### config.mk
export PLATFORM = sky130hd
export DESIGN_NAME = baud_share_arbiter
export DESIGN_NICKNAME = d
export VERILOG_FILES = /design/src/rtl/baud_share_arbiter.sv
export SDC_FILE = /design/constraint.sdc
export NUM_CORES = 1
export LEC_CHECK = 0
export ABC_AREA = 1
export BUFFER_PORTS_ARGS = -buffer_cell sky130_fd_sc_hd__buf_2
export CORE_ASPECT_RATIO = 0.8
export CORE_MARGIN = 2
export CORE_UTILIZATION = 35
export DETAILED_ROUTE_END_ITERATION = 8
export PLACE_DENSITY_LB_ADDON = 0.15
export SYNTH_ARGS = -nofsm -noshare
export SYNTH_HDL_FRONTEND = slang
export SYNTH_SLANG_ARGS = --single-unit
### constraint.sdc
create_clock -name clk -period 3.9 [get_ports clk]
set_clock_uncertainty 0.1 [all_clocks]
set_input_delay 0.585 -clock clk [delete_from_list [all_inputs] [get_ports clk]]
set_output_delay 0.585 -clock clk [all_outputs]
set_load 0.005 [all_outputs]
### src/rtl/baud_share_arbiter.sv
// rtl/baud_share_arbiter.sv - round-robin sharing of one baud rate generator between TX and RX
module baud_share_arbiter #(
    parameter int SETUP_CYC = 2,
    parameter int CNT_W     = 4
) (
    input  logic             clk,
    input  logic             rst,
    input  logic [1:0]       req,
    input  logic [1:0]       sel0,
    input  logic [1:0]       sel1,
    input  logic [CNT_W-1:0] len0,
    input  logic [CNT_W-1:0] len1,
    input  logic             brg_clk_in,
    output logic [1:0]       gnt,
    output logic [1:0]       done,
    output logic [1:0]       brg_sel,
    output logic             brg_rst,
    output logic             busy
);

    typedef enum logic [1:0] {
        S_IDLE  = 2'd0,
        S_SETUP = 2'd1,
        S_RUN   = 2'd2,
        S_DONE  = 2'd3
    } state_t;

    localparam logic [3:0]     SETUP_LAST = 4'(SETUP_CYC - 1);
    localparam logic [CNT_W:0] CNT_ONE    = (CNT_W+1)'(1);
    localparam logic [CNT_W:0] LEN_MAX    = {1'b1, {CNT_W{1'b0}}};

    state_t           state_q, state_d;
    logic [1:0]       gnt_q, gnt_d;
    logic [1:0]       sel_q, sel_d;
    logic             win_q, win_d;
    logic             last_q, last_d;
    logic             prev_q, prev_d;
    logic [CNT_W:0]   cnt_q, cnt_d;
    logic [CNT_W:0]   len_q, len_d;
    logic [3:0]       tmr_q, tmr_d;

    logic             tick;
    logic             pick;
    logic [CNT_W-1:0] len_pick;

    assign tick     = brg_clk_in & ~prev_q;
    // Requester 1 wins when alone, or on a tie when requester 0 was served last.
    assign pick     = (req == 2'b10) | ((req == 2'b11) & ~last_q);
    assign len_pick = pick ? len1 : len0;

    always_comb begin
        state_d = state_q;
        gnt_d   = gnt_q;
        sel_d   = sel_q;
        win_d   = win_q;
        last_d  = last_q;
        prev_d  = brg_clk_in;
        cnt_d   = cnt_q;
        len_d   = len_q;
        tmr_d   = tmr_q;
        case (state_q)
            S_IDLE: begin
                gnt_d = 2'b00;
                if (req != 2'b00) begin
                    state_d = S_SETUP;
                    win_d   = pick;
                    gnt_d   = pick ? 2'b10 : 2'b01;
                    sel_d   = pick ? sel1 : sel0;
                    len_d   = (len_pick == '0) ? LEN_MAX : {1'b0, len_pick};
                    cnt_d   = '0;
                    tmr_d   = '0;
                end
            end
            S_SETUP: begin
                if (!req[win_q]) begin
                    state_d = S_IDLE;
                    gnt_d   = 2'b00;
                    last_d  = win_q;
                end else if (tmr_q == SETUP_LAST) begin
                    state_d = S_RUN;
                    // A generator output already high at release is not a fresh edge.
                    prev_d  = 1'b1;
                end else begin
                    tmr_d = tmr_q + 4'd1;
                end
            end
            S_RUN: begin
                if (!req[win_q]) begin
                    state_d = S_IDLE;
                    gnt_d   = 2'b00;
                    last_d  = win_q;
                end else if (tick) begin
                    cnt_d = cnt_q + CNT_ONE;
                    if ((cnt_q + CNT_ONE) == len_q) begin
                        state_d = S_DONE;
                    end
                end
            end
            S_DONE: begin
                state_d = S_IDLE;
                gnt_d   = 2'b00;
                last_d  = win_q;
            end
            default: begin
                state_d = S_IDLE;
                gnt_d   = 2'b00;
            end
        endcase
    end

    always_ff @(posedge clk) begin
        if (!rst) begin
            state_q <= S_IDLE;
            gnt_q   <= 2'b00;
            sel_q   <= 2'b00;
            win_q   <= 1'b0;
            last_q  <= 1'b1;
            prev_q  <= 1'b0;
            cnt_q   <= '0;
            len_q   <= '0;
            tmr_q   <= '0;
        end else begin
            state_q <= state_d;
            gnt_q   <= gnt_d;
            sel_q   <= sel_d;
            win_q   <= win_d;
            last_q  <= last_d;
            prev_q  <= prev_d;
            cnt_q   <= cnt_d;
            len_q   <= len_d;
            tmr_q   <= tmr_d;
        end
    end

    assign gnt     = gnt_q;
    assign done    = (state_q == S_DONE) ? gnt_q : 2'b00;
    assign brg_sel = sel_q;
    assign brg_rst = (state_q != S_RUN);
    assign busy    = (state_q != S_IDLE);

endmodule

== After elaboration in Yosys (flattened, before gate mapping) ==
Cells that the tools add are included.

* Register bits: 23
* Output and inout bits: 8
* Logic and storage cells: 77

* Add/sub/neg operators: 2
* Eq/ne operators: 17
* Bitwise gates (word level): 5
* Magnitude comparators: 1
* Reductions and logical operators: 13
* Muxes and demuxes: 30

{| class="wikitable"
|+ Operator list
! cell !! number
|-
| $mux W2 || 11
|-
| $mux W5 || 4
|-
| $mux W4 || 4
|-
| $ne A2 B2 Y1 const B || 7
|-
| $reduce_and A4 Y1 || 3
|-
| $pmux W5 S2 || 1
|-
| $reduce_bool A2 Y1 || 5
|-
| $ne A3 B3 Y1 const B || 3
|-
| $eq A2 B2 Y1 const B || 4
|-
| $pmux W2 S4 || 1
|-
| $pmux W4 S2 || 1
|-
| $mux W1 || 6
|-
| $pmux W2 S3 || 1
|-
| $add A5 B1 Y5 const B || 1
|-
| $eq A5 B5 Y1 || 1
|-
| $add A4 B1 Y4 const B || 1
|-
| $eq A4 B1 Y1 const B || 1
|-
| $logic_not A4 Y1 || 1
|-
| $reduce_and A2 Y1 || 2
|-
| $and A1 B1 Y1 || 2
|-
| $eq A2 B1 Y1 const B || 1
|-
| $logic_not A2 Y1 || 1
|-
| $lt A1 B2 Y1 const B || 1
|-
| $not A1 Y1 || 2
|-
| other kinds (3) || 3
|}

== Depth between registers and ports, before layout ==
* Word-level depth: 6
* Gate-level depth with buffers: 12

== Worst setup path after synthesis ==
OpenSTA, ideal clock, no wires.

* Kind: in2reg
* Start: input req[1]
* End: register state_q[1]
* Setup slack: 2.402 ns
* Stages on the path: 8
* Library setup time: 0.115 ns
* Data required time: 3.685 ns
* Arrival time: 1.283 ns
* Path through: nor2_2 > nand2_2 > o21ai_2 > nand2_1 > nand2_1 > inv_1 > a21oi_1 > nor2_1

* Cells in the longest elaborated chain, start to end: 4

{| class="wikitable"
|+ RTL lines
! what !! RTL line !! text
|-
| from (decl) || 8 || <nowiki>input logic [1:0] req,</nowiki>
|-
| $mux W1 (implied by the code) (2 in a row) || 75, 88 ||
|-
| $ne A3 B3 Y1 (no source line) (tied with other cells) || n/a ||
|-
| $reduce_and A4 Y1 (no source line) / $pmux W2 S4 (equally long branches) || n/a ||
|-
| to (signal assigned) || 123 || <nowiki>state_q <= state_d;</nowiki>
|-
| to (decl) || 32 || <nowiki>state_t state_q, state_d;</nowiki>
|}

Parallel ways exist; a longest one is shown, timed or not. The select of a mux whose other input is x is not followed.
A chain may end at the register's enable or synchronous reset.

== Worst setup path after layout ==
* Start: register state_q[0]
* End: output brg_rst

* Cells in the longest elaborated chain, start to end: 1

{| class="wikitable"
|+ RTL lines
! what !! RTL line !! text
|-
| $ne A2 B2 Y1 || 138 || <nowiki>assign brg_rst = (state_q != S_RUN);</nowiki>
|-
| to (decl) || 17 || <nowiki>output logic brg_rst,</nowiki>
|}

Every way passes these cells.

==> flow_metrics.env <==
export IMPL_outcome="finished, final reports clean"
export IMPL_clock_latency_ps=260
export IMPL_synth_net_count=223
export IMPL_drv_cap=0
export IMPL_drt_iter0_drc=69
export IMPL_cts_sinks=23
export IMPL_synth_top_cell_area_share_pct=34.95
export IMPL_seq_area_frac_synth_pct=34.95
export IMPL_core_mm2=0.003518
export IMPL_synth_mux_area_share_pct=0.7597
export IMPL_ctsHoldBuffers=0
export IMPL_synth_top_family_by_area="simple AND/OR/NAND/NOR gates"
export IMPL_grt_pass1_vias=1073
export IMPL_register_area_um2=460.4
export IMPL_ctsResizeCount=0
export IMPL_cts_buffers=3
export IMPL_vias=1236
export IMPL_cts_setup_buffers=0
export IMPL_dieArea_mm2=0.004274
export IMPL_ant_nets=0
export IMPL_root_buffer="clkbuf_8"
export IMPL_powerDensity_mw_per_mm2=660.0
export IMPL_final_hold_viol_count=0
export IMPL_worstSetupStartpointType="flip-flop"
export IMPL_leakage_nw=0.7381
export IMPL_grt_max_degree=14
export IMPL_fillCellCount=381
export IMPL_r2r_start="state_q[0]"
export IMPL_fin_crit_sh_pct=51.11
export IMPL_holdPathStages=2
export IMPL_rsz0062_at_grt="no"
export IMPL_cts_tree="yes"
export IMPL_synth_area_top_cells="dfxtp_1 (35%), nand2_1 (14%), inv_1 (10%)"
export IMPL_synth_largest_area_cell="dfxtp_1"
export IMPL_numPortBuffers=24
export IMPL_timing_slew_headroom_pct=78.48
export IMPL_antenna_cells=0
export IMPL_pre_cts_ws_ps=2126
export IMPL_ys_ff_latch=23
export IMPL_gp_congestion=0.7520
export IMPL_cts_clk_slew_worst_paths_ps=80
export IMPL_crit_type="reg2out"
export IMPL_arrival_ps=1310
export IMPL_die_w_um=72.60
export IMPL_cp_end_kind="output port"
export IMPL_worstPathRequired_ps=3210
export IMPL_hold_start="last_q"
export IMPL_dr_pass1_iters=4
export IMPL_htreeDepth=1
export IMPL_cp_max_fo=6
export IMPL_die_h_um=58.88
export IMPL_routed_wl_um=2801
export IMPL_avgSynthCellArea_um2=6.621
export IMPL_yosys_warnings=0
export IMPL_hold_path_end="last_q"
export IMPL_final_common_cell="nand2_1"
export IMPL_netlist_instances=199
export IMPL_grt_total_usage_pct=14.69
export IMPL_hp_class="reg2reg"
export IMPL_drive_gt1_share_pct=16.37
export IMPL_grt_overflow=0
export IMPL_r2r_setup_slack_ps=2210
export IMPL_start_util_pct=37.45
export IMPL_r2r_worst_path_cells=8
export IMPL_fin_ws_ps=1907
export IMPL_antenna_found_initial=0
export IMPL_syn_area_mm2=0.001318
export IMPL_slew_violations=0
export IMPL_cts_max_path_buffers=2
export IMPL_synth_fa_ha_area_share_pct=6.648
export IMPL_synth_cell_types=24
export IMPL_ir_drop_v=0.0003445
export IMPL_multi_input_area_um2=710.7
export IMPL_wire_per_inst_um=10.45
export IMPL_setup_viol=0
export IMPL_tightest_slew_ps=320.8
export IMPL_synth_simple_area_share_pct=27.83
export IMPL_drc_errors=0
export IMPL_yosys_area_share_xor_xnor_pct=0
export IMPL_fin_setup_tns_ps=0
export IMPL_r2r_end="cnt_q[3]"
export IMPL_num_rows=19
export IMPL_grt_pass1_wl_um=4954
export IMPL_dp_hpwl_um=2224
export IMPL_viasPerCell=4.612
export IMPL_ios=25
export IMPL_synth_compound_area_share_pct=18.71
export IMPL_max_freq_ghz=0.5017
export IMPL_final_cell_mix="nand2_1 (48), inv_1 (35), buf_2 (24)"
export IMPL_syn2layout_area_growth_pct=16.24
export IMPL_layout_min_cycle_time_ps=1993
export IMPL_nNetsFinal=251
## critical path, cell delays in order (launching register included)
cell	delay (ps)
dfxtp_1	360
inv_1	90
ha_1	290
inv_1	160
buf_2	140
## metrics by stage
| step | hold WS, ps | cell area (um2) | std cells | total power [mW] | utilization (%) |
|---|---|---|---|---|---|
| 2_1_floorplan | 345.9 | 1318 | 199 | 0.7418 | - |
| 3_3_place_gp | 368.5 | 1486 | 264 | 0.8771 | 42.25 |
| 3_5_place_dp | 367.0 | 1486 | 264 | 0.8710 | 42.25 |
| 4_1_cts | 387.5 | 1531 | 268 | 1.019 | 43.53 |
| 5_1_grt | 412.4 | 1531 | 268 | 1.127 | 43.53 |
| 6_report | 384.4 | 1531 | 268 | 1.011 | 43.53 |
## how the worst max path moves through the flow
stage                           from  cells past startpoint          to
final                     state_q[0]                      4     brg_rst
after global routing      state_q[0]                      4     brg_rst
after CTS                 state_q[0]                      4     brg_rst
after detailed placement      req[1]                      8    cnt_q[3]
after global placement        req[1]                      8    cnt_q[0]
after floorplan               req[1]                      8  state_q[1]
## flip-flops by register name (all words and copies together), names as in the netlist
register / cells
last_q: 1
win_q: 1
prev_q: 1
brg_sel: 2
len_q: 5
gnt: 2
cnt_q: 5
state_q: 2
tmr_q: 4
## where the power goes
group	switching (mW)	internal [mW]
registers	0.0486	0.304
clock network	0.0729	0.0728
logic	0.327	0.185
total	0.448	0.563
## Yosys cell counts
| library cell | count |
|---|---|
| nand3b_1 | 2 |
| nor3_1 | 3 |
| nor2_2 | 1 |
| a21oi_1 | 17 |
| a211oi_1 | 4 |
| o31ai_1 | 1 |
| a31oi_1 | 4 |
| nor2_4 | 1 |
| nand2_1 | 48 |
| nor2_1 | 19 |
| nand3_1 | 6 |
| clkbuf_1 | 1 |
| ha_1 | 7 |
| o21ai_2 | 3 |
| o21ai_1 | 1 |
| o211ai_1 | 1 |
| inv_1 | 35 |
| dfxtp_1 | 23 |
| clkinv_1 | 1 |
| o21ai_0 | 12 |
| nand2_2 | 3 |
| nand4_1 | 3 |
| mux2i_1 | 1 |
| inv_2 | 2 |
## cell type report
| type | count | share of cell area, % |
|---|---|---|
| Sequential cell | 23 | 30.07 |
| Multi-Input combinational cell | 137 | 46.41 |
| Timing Repair Buffer | 24 | 7.843 |
| Tap cell | 42 | 3.431 |
| Inverter | 38 | 9.314 |
| Clock buffer | 4 | 2.941 |
## logic make-up after synthesis
logic type / after synthesis
adders and majority gates: 7
DFF: 23
AOI/OAI and AO/OA: 43
and+or+nand+nor: 86
buffers and inverters: 39
muxes: 1
## routing by layer
metal / global-route usage, % / part of all wire [%]
met5: 0 / 0
met4: 2.381 / 0.68
met3: 4.281 / 4.5
met2: 19.87 / 37
met1: 23.05 / 58
No activity file was read; power rests on OpenSTA's default activity.
